### src/rtl/pinmux_sel.sv
`default_nettype none
// ============================================================================
// Module   : pinmux_sel
// Purpose  : Per-pin peripheral selection multiplexer. Each output-capable pin
//            is driven by one of NUM_SRC peripheral sources, chosen through a
//            small register interface. Changing a selection first parks the pin
//            in a disabled "gap" for GAP_CYCLES cycles so that two sources are
//            never seen driving the pad back to back.
//
// Ports    : clk_i, rst_i             clock / synchronous active-high reset
//            bus_req_i, bus_we_i      single-cycle register request, 1 = write
//            bus_addr_i               pin index
//            bus_wdata_i              selection (0 = disabled, k = source k-1)
//            bus_rvalid_o             one-cycle response pulse per request
//            bus_rdata_o              read data (0 for writes / bad address)
//            bus_err_o                address out of range, with rvalid
//            periph_o_i, periph_oe_i  source s, pin p at bit s*NUM_PINS+p
//            pin_o, pin_oe_o          pad drive and output enable
//            pin_i                    asynchronous pad input
//            periph_i_o               synchronised pad input to the sources
//            switching_o              pin currently in its disabled gap
//
// Revision : 1.0 - initial release
// ============================================================================
module pinmux_sel #(
    parameter int   NUM_PINS   = 14,
    parameter int   NUM_SRC    = 4,
    parameter int   GAP_CYCLES = 2,
    parameter logic IN_DEFAULT = 1'b1,
    localparam int  SEL_W      = ($clog2(NUM_SRC + 1) > 1) ? $clog2(NUM_SRC + 1) : 1,
    localparam int  AW         = ($clog2(NUM_PINS) > 1) ? $clog2(NUM_PINS) : 1
) (
    input  logic                        clk_i,
    input  logic                        rst_i,
    input  logic                        bus_req_i,
    input  logic                        bus_we_i,
    input  logic [AW-1:0]               bus_addr_i,
    input  logic [SEL_W-1:0]            bus_wdata_i,
    output logic                        bus_rvalid_o,
    output logic [SEL_W-1:0]            bus_rdata_o,
    output logic                        bus_err_o,
    input  logic [NUM_SRC*NUM_PINS-1:0] periph_o_i,
    input  logic [NUM_SRC*NUM_PINS-1:0] periph_oe_i,
    output logic [NUM_PINS-1:0]         pin_o,
    output logic [NUM_PINS-1:0]         pin_oe_o,
    input  logic [NUM_PINS-1:0]         pin_i,
    output logic [NUM_SRC*NUM_PINS-1:0] periph_i_o,
    output logic [NUM_PINS-1:0]         switching_o
);

    // Per-pin state: ACTIVE drives the selected source, GAP holds the pin off.
    localparam logic [0:0] c_st_active = 1'b0;
    localparam logic [0:0] c_st_gap    = 1'b1;

    // Counter reload value; the cycle that sees zero is the last gap cycle.
    localparam logic [7:0] c_gap_load  = 8'(GAP_CYCLES - 1);

    logic [SEL_W-1:0]    r_act   [NUM_PINS];
    logic [SEL_W-1:0]    r_pend  [NUM_PINS];
    logic [7:0]          r_cnt   [NUM_PINS];
    logic [0:0]          r_state [NUM_PINS];

    logic [NUM_PINS-1:0] r_sync1;
    logic [NUM_PINS-1:0] r_sync2;

    logic                r_rvalid;
    logic [SEL_W-1:0]    r_rdata;
    logic                r_err;

    logic                w_addr_ok;
    logic [SEL_W-1:0]    w_wsel;
    logic                w_wr;
    logic                w_rd;
    logic [SEL_W-1:0]    w_rd_sel;

    assign w_addr_ok = (32'(bus_addr_i) < 32'(NUM_PINS));
    // Selections naming a non-existent source collapse to "disabled".
    assign w_wsel    = (32'(bus_wdata_i) > 32'(NUM_SRC)) ? '0 : bus_wdata_i;
    assign w_wr      = bus_req_i & bus_we_i & w_addr_ok;
    assign w_rd      = bus_req_i & ~bus_we_i & w_addr_ok;

    // Read-back shows the selection the pin is heading to while in the gap.
    always_comb begin
        w_rd_sel = '0;
        for (int p = 0; p < NUM_PINS; p++) begin
            if (bus_addr_i == AW'(p)) begin
                w_rd_sel = (r_state[p] == c_st_gap) ? r_pend[p] : r_act[p];
            end
        end
    end

    always_ff @(posedge clk_i) begin
        if (rst_i) begin
            for (int p = 0; p < NUM_PINS; p++) begin
                r_act[p]   <= '0;
                r_pend[p]  <= '0;
                r_cnt[p]   <= 8'd0;
                r_state[p] <= c_st_active;
            end
            r_sync1  <= {NUM_PINS{IN_DEFAULT}};
            r_sync2  <= {NUM_PINS{IN_DEFAULT}};
            r_rvalid <= 1'b0;
            r_rdata  <= '0;
            r_err    <= 1'b0;
        end else begin
            r_sync1  <= pin_i;
            r_sync2  <= r_sync1;
            r_rvalid <= bus_req_i;
            r_err    <= bus_req_i & ~w_addr_ok;
            r_rdata  <= w_rd ? w_rd_sel : '0;
            for (int p = 0; p < NUM_PINS; p++) begin
                if (w_wr && (bus_addr_i == AW'(p))) begin
                    // Rewriting the current selection of an active pin is a
                    // no-op; anything else (including any write mid-gap)
                    // (re)starts a full gap.
                    if (!((r_state[p] == c_st_active) && (w_wsel == r_act[p]))) begin
                        r_pend[p]  <= w_wsel;
                        r_cnt[p]   <= c_gap_load;
                        r_state[p] <= c_st_gap;
                    end
                end else if (r_state[p] == c_st_gap) begin
                    if (r_cnt[p] == 8'd0) begin
                        r_act[p]   <= r_pend[p];
                        r_state[p] <= c_st_active;
                    end else begin
                        r_cnt[p] <= r_cnt[p] - 8'd1;
                    end
                end
            end
        end
    end

    // Pad and peripheral-input routing; only the one selected source of an
    // active pin is connected, all other paths see safe defaults.
    always_comb begin
        pin_o       = '0;
        pin_oe_o    = '0;
        switching_o = '0;
        periph_i_o  = {(NUM_SRC*NUM_PINS){IN_DEFAULT}};
        for (int p = 0; p < NUM_PINS; p++) begin
            switching_o[p] = (r_state[p] == c_st_gap);
            for (int s = 0; s < NUM_SRC; s++) begin
                if ((r_state[p] == c_st_active) && (r_act[p] == SEL_W'(s + 1))) begin
                    pin_o[p]                    = periph_o_i[s*NUM_PINS + p];
                    pin_oe_o[p]                 = periph_oe_i[s*NUM_PINS + p];
                    periph_i_o[s*NUM_PINS + p]  = r_sync2[p];
                end
            end
        end
    end

    assign bus_rvalid_o = r_rvalid;
    assign bus_rdata_o  = r_rdata;
    assign bus_err_o    = r_err;

endmodule
`default_nettype wire

### config.mk
export PLATFORM = sky130hd
export DESIGN_NAME = pinmux_sel
export DESIGN_NICKNAME = d
export VERILOG_FILES = /design/src/rtl/pinmux_sel.sv
export SDC_FILE = /design/constraint.sdc
export NUM_CORES = 1
export LEC_CHECK = 0
export CORE_ASPECT_RATIO = 1.4
export CORE_MARGIN = 3
export CORE_UTILIZATION = 45
export DETAILED_ROUTE_END_ITERATION = 6
export PLACE_DENSITY_LB_ADDON = 0.15
export SYNTH_ARGS = -nofsm -noshare
export SYNTH_HDL_FRONTEND = slang
export SYNTH_SLANG_ARGS = --single-unit
### constraint.sdc
create_clock -name clk_i -period 3.35 [get_ports clk_i]
set_input_delay 0.8375 -clock clk_i [delete_from_list [all_inputs] [get_ports clk_i]]
set_output_delay 0.8375 -clock clk_i [all_outputs]
set_load 0.02 [all_outputs]
==> results.toml <==
[synthesis]
synth_mux_area_share_pct = 4.92
synth_compound_gate_area_share_pct = 9.70
syn-mean-instance-area_um2 = 9.77
dominant_combinational_cell_family_by_area_after_synthesis = "simple AND/OR/NAND/NOR gates"
ys_async_sr_fraction_pct = 0
synth_fa_ha_area_share_pct = 2.07
synthesis.nets = 1648
post_synth_instance_area_um2 = 14500
number_of_storage_elements_in_the_synthesis_netlist = 243
post_synth_inst_count = 1487
yosys_warnings = 0
number_of_flops_mapped_to_enable_cells_by_yosys = 210
synth-seq-area-share_pct = 47.9
unique_masters_post_synth = 71
area_fraction_in_and_or_nand_and_nor_cells_after_synthesis_pct = 24.8
post_synth_xor_xnor_area_pct = 6.45
synth_ff_type = "edfxtp_1"

[cells_and_area]
post_route_cells_drive_above_1_share_pct = 13.1
final_cells = 2177
fin_nets = 1924
final_cell_area_um2 = 18700
fillerInstances = 2750
mostFrequentLayoutCells = "nor2_1, clkdlybuf4s50_1, edfxtp_1"
layout-area-overhead-vs-synth_pct = 28.5
layout.cells.most_common = "nor2_1"

[min_path]
holdPathStages = 1
hp-class = "register to register"
hold_path.startpoint = "r_sync1[7]$_SDFF_PP1_"
holdPathEnd = "r_sync2[7]$_SDFF_PP1_"

[detailed_routing]
detail_route.wirelength_mm = 39.2
drt_iter0_drc = 585
vias = 11900
antenna_left = 0
drtPass1Iterations = 5
post_drt_via_cell_ratio = 5.49
wl_per_cell_um = 18.0
drc_violations_left = 0

[worst_setup_path]
critical_path_class = "input port to output port"
reg2reg_slack_ns = 0.99
critical_path_start_type = "input port"
timing.rr.start = "r_act[0][36]$_SDFFCE_PP0P_"
timing.critical_path.fanout_max = 1
reg2reg_to = "r_cnt[1][36]$_SDFFCE_PP0P_"
cp.arrival_ns = 2.44
worst-r2r-cell-count = 7
critical_path_end_type = "output port"
timing.critical_path.required_ns = 2.51

[sta]
layout_worst_path_cycle_share_pct = 97.8
final_period_minus_worst_setup_slack_ns = 3.28
finalHoldViolations = 0
setup_violations = 0
slew-limit-headroom_pct = 56.9
finClkSkew_ns = 0.00825
fmaxAchievable_ghz = 0.305
worst-slew-pin-transition_ns = 0.645
fin_hold_ws_ns = 0.406
count_of_pins_over_their_slew_limit = 0

[clock_network]
cts_hold_repair.buffers = 0
cts-root-buf = "clkbuf_16"
clk_path_buf_depth = 3
cts-htree-levels = 1
clk-insertion-delay-late_ns = 0.52
clkSinkCount = 243
clk_pin_slew_ns = 0.06
numCtsBuffers = 25
cts_tree = "built"

[floorplan]
die-width_um = 158
floorplan.core_area_um2 = 31700
dieHeight_um = 219
die_area_um2 = 34500
pin_count = 240
num_rows = 77
initial_utilization_pct = 45.8

[grt]
globalRouteOverflowTotal = 0
grt_pass1_wl_mm = 60.6
grt_antenna_before_repair = 1
grt_start_max_net_pins = 55
grt_pass1_vias = 11800
grt_usage_pct = 21.8

[placed_design]
detail_placement_hpwl_mm = 29.4
numPortBuffers = 239
final_weighted_congestion_in_routability_driven_placement = 0.898
dpl.cell_count = 2109
place_area_um2 = 17600

[run_status]
run_status = "complete, no violations"

[power]
power.density_nw_per_um2 = 436
p_leak_nw = 7.17
vdd_drop_max_v = 0.000299

[flow_run]
max-cap-violations = 0
[repair_timing]
item / 4_1_cts / 5_1_grt
setup endpoints to repair: 7 / 20
setup buffers: 5 / 17
gates resized for setup: 3 / 13
[cells by family after synthesis]
kind of cell	count (synthesis)
fa+ha+maj	24
xor+xnor	107
compound gates	194
simple gates	704
mux	68
buf+inv	147
flops	243
[critical path, stage by stage]
cell and delay (ns):
clkdlybuf4s50_1 0.41, mux2_2 0.27, a22oi_1 0.13, nor2_1 0.06, a31oi_1 0.15, nor2_1 0.06, clkdlybuf4s50_1 0.53
[metrics by stage]
stage               util, %  total power, mW  TNS (ns)  setup slack (ns)
finish                 58.9             8.14         0            0.0733
global placement       55.7             5.28   -0.0472           -0.0270
global route           58.9             8.49   -0.0248           -0.0141
CTS                    58.4             8.19         0           0.00633
floorplan                 -             4.75         0             0.568
detailed placement     55.7             5.31   -0.0366           -0.0195
[how the worst max path moves through the flow]
stage,start,to,depth (start not counted)
floorplan,bus_wdata_i[0],r_cnt[1][40]$_SDFFCE_PP0P_,7
global route,periph_o_i[21],pin_o[7],7
global placement,periph_oe_i[27],pin_oe_o[13],7
finish,periph_o_i[35],pin_o[7],7
detailed placement,periph_oe_i[27],pin_oe_o[13],7
CTS,periph_oe_i[23],pin_oe_o[9],7
[where the power goes]
group          total [mW]  internal (mW)  switching [mW]  leakage, nW
Combinational        1.49          0.729           0.758         4.27
Clock                2.87           1.69            1.18        0.403
Sequential           3.78           3.55           0.229         2.49
Total                8.14           5.98            2.16         7.17
[cell type report]
cell class              instances  area [um^2]  share of cell area (%)
diodes                          1         2.50                  0.0134
clock inverters                11          136                   0.730
multi-input cells            1097         6980                    37.4
repair buffers                341         3200                    17.1
clock buffers                  34          699                    3.74
inverters                      55          206                    1.11
flip-flops and latches        243         6970                    37.3
well taps                     395          494                    2.65
[Yosys cell counts, drive strengths merged, types with 4 or more instances]
master	number	area (um^2)
or3	13	81.3
and3	6	37.5
o22ai	14	87.6
or2	39	244
and2b	5	37.5
a311o	6	60.1
nand2b	57	357
nand4	7	43.8
mux2i	40	400
ha	24	300
a32oi	7	61.3
buf	23	138
nor4	16	100
a31oi	19	119
nor4b	14	156
a22o	4	35.0
nand3	34	170
nand4b	10	87.6
nor2	284	1070
or4	10	90.1
o21bai	8	60.1
xnor2	62	543
edfxtp	210	6310
nor3	32	160
clkbuf	69	259
o32a	7	70.1
nand2	74	278
dfxtp	33	661
o32ai	9	78.8
xor2	45	394
a22oi	27	203
inv	55	206
o31ai	9	77.6
a21oi	28	140
nor2b	50	313
mux2	28	315
nand3b	11	82.6
o21ai	31	170
a211oi	5	37.5
and2	32	200
[state kept, by name (all words and copies together) (netlist names)]
| name | flops |
|---|---|
| bus_rdata_o | 3 |
| r_act | 42 |
| r_cnt | 112 |
| r_pend | 42 |
| bus_rvalid_o | 1 |
| r_sync2 | 14 |
| r_state | 14 |
| r_sync1 | 14 |
| bus_err_o | 1 |
[routing by layer]
metal,vias to the layer above,wire length (um),global-route usage [%]
met3,60,2260,2.93
met1,5724,16100,27.1
met2,346,19800,39.1
met4,0,1020,6.31
li1,5815,-,-
met5,-,0,0
(Power assumes the default switching activity.)
